--- src/rtl/sevseg_pkg.sv ---
// Shared constants for the seven-segment scan controller: segment table,
// blank pattern and brightness phase count.
package sevseg_pkg;

  localparam int unsigned NUM_PHASES = 8;

  localparam logic [6:0] SEG_BLANK = 7'h7F;

  // Active-low a..g on bits 6..0; entry n is the pattern for hex digit n.
  localparam logic [15:0][6:0] SEG_TABLE = {
    7'h38, 7'h30, 7'h42, 7'h31, 7'h60, 7'h08, 7'h04, 7'h00,
    7'h0F, 7'h20, 7'h24, 7'h4C, 7'h06, 7'h12, 7'h4F, 7'h01
  };

endpackage

--- src/rtl/sevseg_decoder.sv ---
// Combinational hex nibble to active-low seven-segment pattern.
module sevseg_decoder
  import sevseg_pkg::*;
(
  input  logic [3:0] nibble_i,
  output logic [6:0] seg_o
);

  assign seg_o = SEG_TABLE[nibble_i];

endmodule

--- src/rtl/sevseg_scan_ctrl.sv ---
// Multiplexed seven-segment scanner with per-frame input snapshot and PWM brightness.
// Define SEVSEG_LZB_EN to enable leading-zero blanking.
module sevseg_scan_ctrl
  import sevseg_pkg::*;
#(
  parameter int unsigned NUM_DIGITS = 8,
  parameter int unsigned PHASE_LEN  = 625
) (
  input  logic                    clk,
  input  logic                    Rst,
  input  logic [4*NUM_DIGITS-1:0] data,
  input  logic [NUM_DIGITS-1:0]   digit_en,
  input  logic [NUM_DIGITS-1:0]   dp_in,
  input  logic [2:0]              bright,
  output logic [NUM_DIGITS-1:0]   an,
  output logic [6:0]              sev_out,
  output logic                    dp_out,
  output logic                    frame_start
);

  localparam int unsigned CNT_W = (PHASE_LEN > 1) ? $clog2(PHASE_LEN) : 1;
  localparam int unsigned DIG_W = (NUM_DIGITS > 1) ? $clog2(NUM_DIGITS) : 1;
  localparam logic [CNT_W-1:0] CNT_LAST   = CNT_W'(PHASE_LEN - 1);
  localparam logic [DIG_W-1:0] DIG_LAST   = DIG_W'(NUM_DIGITS - 1);
  localparam logic [2:0]       PHASE_LAST = 3'(NUM_PHASES - 1);

  logic [CNT_W-1:0]        cnt_q, cnt_d;
  logic [2:0]              phase_q, phase_d;
  logic [DIG_W-1:0]        digit_q, digit_d;
  logic                    load_pend_q;
  logic [2:0]              bright_q;
  logic [4*NUM_DIGITS-1:0] data_snap_q;
  logic [NUM_DIGITS-1:0]   en_snap_q, dp_snap_q;
  logic [NUM_DIGITS-1:0]   an_q, an_d;
  logic [6:0]              sev_q, sev_d;
  logic                    dp_q, dp_d, fs_q, fs_d;

  logic       cnt_wrap, frame_wrap, snap_load, show, lit;
  logic [3:0] nib;
  logic [6:0] seg;

  assign cnt_wrap   = (cnt_q == CNT_LAST);
  assign frame_wrap = cnt_wrap && (phase_q == PHASE_LAST) && (digit_q == DIG_LAST);
  // The first cycle out of reset only loads the snapshot; counters start after it.
  assign snap_load  = load_pend_q || frame_wrap;

  always_comb begin
    cnt_d   = cnt_q;
    phase_d = phase_q;
    digit_d = digit_q;
    if (!load_pend_q) begin
      if (cnt_wrap) begin
        cnt_d   = '0;
        phase_d = phase_q + 3'd1;
        if (phase_q == PHASE_LAST) begin
          digit_d = (digit_q == DIG_LAST) ? '0 : digit_q + DIG_W'(1);
        end else begin
          digit_d = digit_q;
        end
      end else begin
        cnt_d = cnt_q + CNT_W'(1);
      end
    end else begin
      cnt_d = cnt_q;
    end
  end

  always_ff @(posedge clk) begin
    if (Rst) begin
      cnt_q       <= '0;
      phase_q     <= 3'd0;
      digit_q     <= '0;
      load_pend_q <= 1'b1;
      bright_q    <= 3'd0;
      data_snap_q <= '0;
      en_snap_q   <= '0;
      dp_snap_q   <= '0;
    end else begin
      cnt_q       <= cnt_d;
      phase_q     <= phase_d;
      digit_q     <= digit_d;
      load_pend_q <= 1'b0;
      if (cnt_wrap || load_pend_q) begin
        bright_q <= bright;
      end
      if (snap_load) begin
        data_snap_q <= data;
        en_snap_q   <= digit_en;
        dp_snap_q   <= dp_in;
      end
    end
  end

`ifdef SEVSEG_LZB_EN
  logic [NUM_DIGITS-1:0] lzb_mask, blank_snap_q;

  // Blank zeros from the top digit down until a nonzero nibble or a lit dp.
  always_comb begin
    logic leading;
    leading  = 1'b1;
    lzb_mask = '0;
    for (int k = int'(NUM_DIGITS) - 1; k > 0; k--) begin
      if (leading && (data[4*k +: 4] == 4'h0) && !dp_in[k]) begin
        lzb_mask[k] = 1'b1;
      end else begin
        leading = 1'b0;
      end
    end
  end

  always_ff @(posedge clk) begin
    if (Rst) begin
      blank_snap_q <= '0;
    end else if (snap_load) begin
      blank_snap_q <= lzb_mask;
    end
  end

  assign show = en_snap_q[digit_q] && !blank_snap_q[digit_q];
`else
  assign show = en_snap_q[digit_q];
`endif

  assign nib = data_snap_q[{digit_q, 2'b00} +: 4];

  sevseg_decoder u_dec (
    .nibble_i (nib),
    .seg_o    (seg)
  );

  assign lit = !load_pend_q && show && (phase_q <= bright_q);

  always_comb begin
    an_d  = lit ? ~(NUM_DIGITS'(1) << digit_q) : '1;
    sev_d = lit ? seg : SEG_BLANK;
    dp_d  = lit ? ~dp_snap_q[digit_q] : 1'b1;
    fs_d  = !load_pend_q && (cnt_q == '0) && (phase_q == 3'd0) && (digit_q == '0);
  end

  always_ff @(posedge clk) begin
    if (Rst) begin
      an_q  <= '1;
      sev_q <= SEG_BLANK;
      dp_q  <= 1'b1;
      fs_q  <= 1'b0;
    end else begin
      an_q  <= an_d;
      sev_q <= sev_d;
      dp_q  <= dp_d;
      fs_q  <= fs_d;
    end
  end

  assign an          = an_q;
  assign sev_out     = sev_q;
  assign dp_out      = dp_q;
  assign frame_start = fs_q;

endmodule

--- config.mk ---
export PLATFORM = sky130hd
export DESIGN_NAME = sevseg_scan_ctrl
export DESIGN_NICKNAME = d
export VERILOG_FILES = /design/src/rtl/sevseg_pkg.sv /design/src/rtl/sevseg_decoder.sv /design/src/rtl/sevseg_scan_ctrl.sv
export SDC_FILE = /design/constraint.sdc
export NUM_CORES = 1
export LEC_CHECK = 0
export CORE_MARGIN = 8
export CORE_UTILIZATION = 30
export CTS_CLUSTER_SIZE = 25
export DETAILED_ROUTE_END_ITERATION = 12
export GPL_ROUTABILITY_DRIVEN = 0
export PLACE_DENSITY_LB_ADDON = 0.15
export SYNTH_ARGS = -nofsm -noshare
export SYNTH_HDL_FRONTEND = slang
export SYNTH_SLANG_ARGS = --single-unit
--- constraint.sdc ---
create_clock -name clk -period 4.31 [get_ports clk]
set_clock_uncertainty 0.15 [all_clocks]
set_input_delay 1.293 -clock clk [delete_from_list [all_inputs] [get_ports clk]]
set_output_delay 1.293 -clock clk [all_outputs]
set_load 0.05 [all_outputs]
==> impl_metrics.tcl <==
set metrics [dict create \
    outcome "completed" \
    worstPathArrival_ns 3.04 \
    drv_cap 0 \
    min_from "data_snap_q[22]" \
    drc 0 \
    drt_wl_total_mm 9.11 \
    via_per_inst 4.55 \
    ys_seq_area_share_pct 45.0 \
    tightest_slew_ns 0.924 \
    r2r_slack_ns 1.34 \
    synth_area_um2 3780 \
    cp_max_fo 14 \
    synth_cells 429 \
    cts_setup_buffers 0 \
    ir_worst_vdd_mv 0.133 \
    clkLatencyLatePin_ns 0.34 \
    drt_pass1_iterations 4 \
    mostFrequentLayoutCells "nand2_1, dfxtp_1, clkdlybuf4s50_1, a21oi_1, nor2_1" \
    whs_ns 0.301 \
    htreeDepth 3 \
    ys.flop_type "dfxtp_1" \
    endpoint_kind "flop" \
    track_usage_pct 11.6 \
    ys_seq_elements 85 \
    antenna_found_initial 0 \
    overflow 0 \
    dr_total_vias 3014 \
    initial_core_util_pct 30.4 \
    critPathKind "reg2reg" \
    fin_setup_tns_ns 0 \
    r2r_start "digit_q[0]" \
    fmax_mhz 337 \
    slew_headroom_pct 38.4 \
    setup_viol 0 \
    cts_hold_buf 0 \
    fin_nets 561 \
    hold_path_depth 2 \
    cts_tree "done" \
    crit_path_start_kind "flop" \
    place_hpwl_mm 6.57 \
    worstPathRequired_ns 4.38 \
    grt_max_degree 49 \
    drt-initial-drc-count 172 \
    antenna_cells 0 \
    period_share_pct 68.9 \
    synth_nets 502 \
    place_ws_ns 1.35 \
    hold_viol_final 0 \
    worstHoldPathType "reg2reg" \
    syn_avg_cell_area_um2 8.82 \
    drt-wirelength-per-cell_um 13.7 \
    grt_pass1_wl_mm 15.1 \
    chipWidth_um 128 \
    io_pins 70 \
    r2r_cells 8 \
    timing.final.ws_setup_ns 1.34 \
    die_area_um2 16500 \
    ys_warn_count 0 \
    core_um2 12500 \
    period_needed_ns 2.97 \
    r2r-end "sev_out[3]" \
    rsz0062_at_grt "no" \
    path_clk_slew_ns 0.06 \
    fp-row-count 41 \
    layout-drive-gt1-share_pct 9.57 \
    power.density_nw_per_um2 372 \
    ant_nets 0 \
    clk_path_buf_depth 2 \
    cts_made_buffers 9 \
    synthDistinctLibCells 48 \
    min_to "data_snap_q[22]" \
    leakagePower_nw 1.86 \
    die_y_um 128 \
    synth-edff-count 0 \
    layout_commonest_cell "nand2_1" \
    grt_pass1_vias 3079 \
    drv_slew 0 \
    cts_resized 0 \
    syn_to_final_growth_pct 29.7 \
    finalPower_mw 1.83 \
    crit_start "digit_q[0]" \
    portBuffers 69 \
    cts_sinks 85 \
    cts_root_buf "clkbuf_16" \
    async_flop_share_pct 0 \
]
## report_power, final
part           total, mW  internal, mW  leakage (nW)  switching [mW]
logic              0.169        0.0869          1.00          0.0824
clock network      0.822         0.517         0.154           0.305
registers          0.834         0.817         0.696          0.0176
## through the flow
stage               util [%]  area (µm²)  cells
global placement        36.9        4600    649
floorplan                  -        3780    429
finish                  39.4        4910    663
global route            39.4        4910    663
detailed placement      36.9        4600    649
CTS                     39.4        4910    663
## how the worst max path moves through the flow
stage	endpoint	slack, ns
2_1_floorplan	sev_out[2]	1.75
3_3_place_gp	sev_out[2]	1.47
3_5_place_dp	sev_out[2]	1.35
4_1_cts	sev_out[2]	1.34
5_1_grt	sev_out[2]	1.12
6_report	sev_out[3]	1.34
## routing by layer
metal / GRT usage, % / wire length, µm / vias up
met2: 17.2 / 3970 / 61
met5: 0 / 0 / -
met4: 5.38 / 163 / 0
met1: 15.0 / 4470 / 1377
li1: - / - / 1563
met3: 3.62 / 504 / 13
## Yosys cell counts (all sizes together) (2+ instances only)
library cell,count,area share (%)
a211oi,3,0.59
a21oi,58,7.8
and2,2,0.36
and3,2,0.33
buf,14,2.4
clkbuf,11,1.1
dfxtp,85,45
ha,20,6.6
inv,14,1.4
mux2,4,1.2
mux2i,8,2.1
mux4,10,6.0
nand2,117,12
nand3,9,1.2
nand4,3,0.50
nor2,22,2.2
nor2b,4,0.66
nor3,3,0.53
nor4,2,0.73
o211ai,2,0.40
o21ai,5,0.66
o221ai,3,0.69
or2,3,0.50
or3,5,0.83
xnor2,2,0.46
xor2,6,1.4
## kinds of logic (layout without fill, tap and decap cells)
kind of cell               after synthesis  count (layout)  share of synthesized area, %
buffers and inverters                   39             101                          4.93
muxes                                   22              22                          9.26
xor gates and xnor gates                 8               8                          1.85
adders and majority gates               20              20                          6.61
DFF                                     85              85                          45.0
and+or+nand+nor                        178             178                          21.1
AOI/OAI and AO/OA                       77              77                          11.3
## critical path, cell delays in order, from the launching register on
cell	delay, ns
dfxtp_1	0.81
mux4_2	0.59
mux2i_1	0.44
inv_2	0.12
ha_1	0.23
inv_1	0.09
nor3_1	0.06
a211oi_1	0.25
o21ai_0	0.12
## final cells by class
class / count / area [µm²]
Inverter: 14 / 52.6
Timing Repair Buffer: 73 / 716
Sequential cell: 85 / 1700
Tap cell: 172 / 215
Clock buffer: 10 / 239
Clock inverter: 4 / 73.8
Fill cell: 1265 / 7560
Multi-Input combinational cell: 305 / 1910
## state kept, by name (all words and copies together), names as in the netlist
| register | count |
|---|---|
| data_snap_q | 32 |
| cnt_q | 10 |
| an | 8 |
| dp_snap_q | 8 |
| en_snap_q | 8 |
| sev_out | 7 |
| bright_q | 3 |
| digit_q | 3 |
| phase_q | 3 |
| dp_out | 1 |
| frame_start | 1 |
| load_pend_q | 1 |
Power figures use the tool's default switching activity.
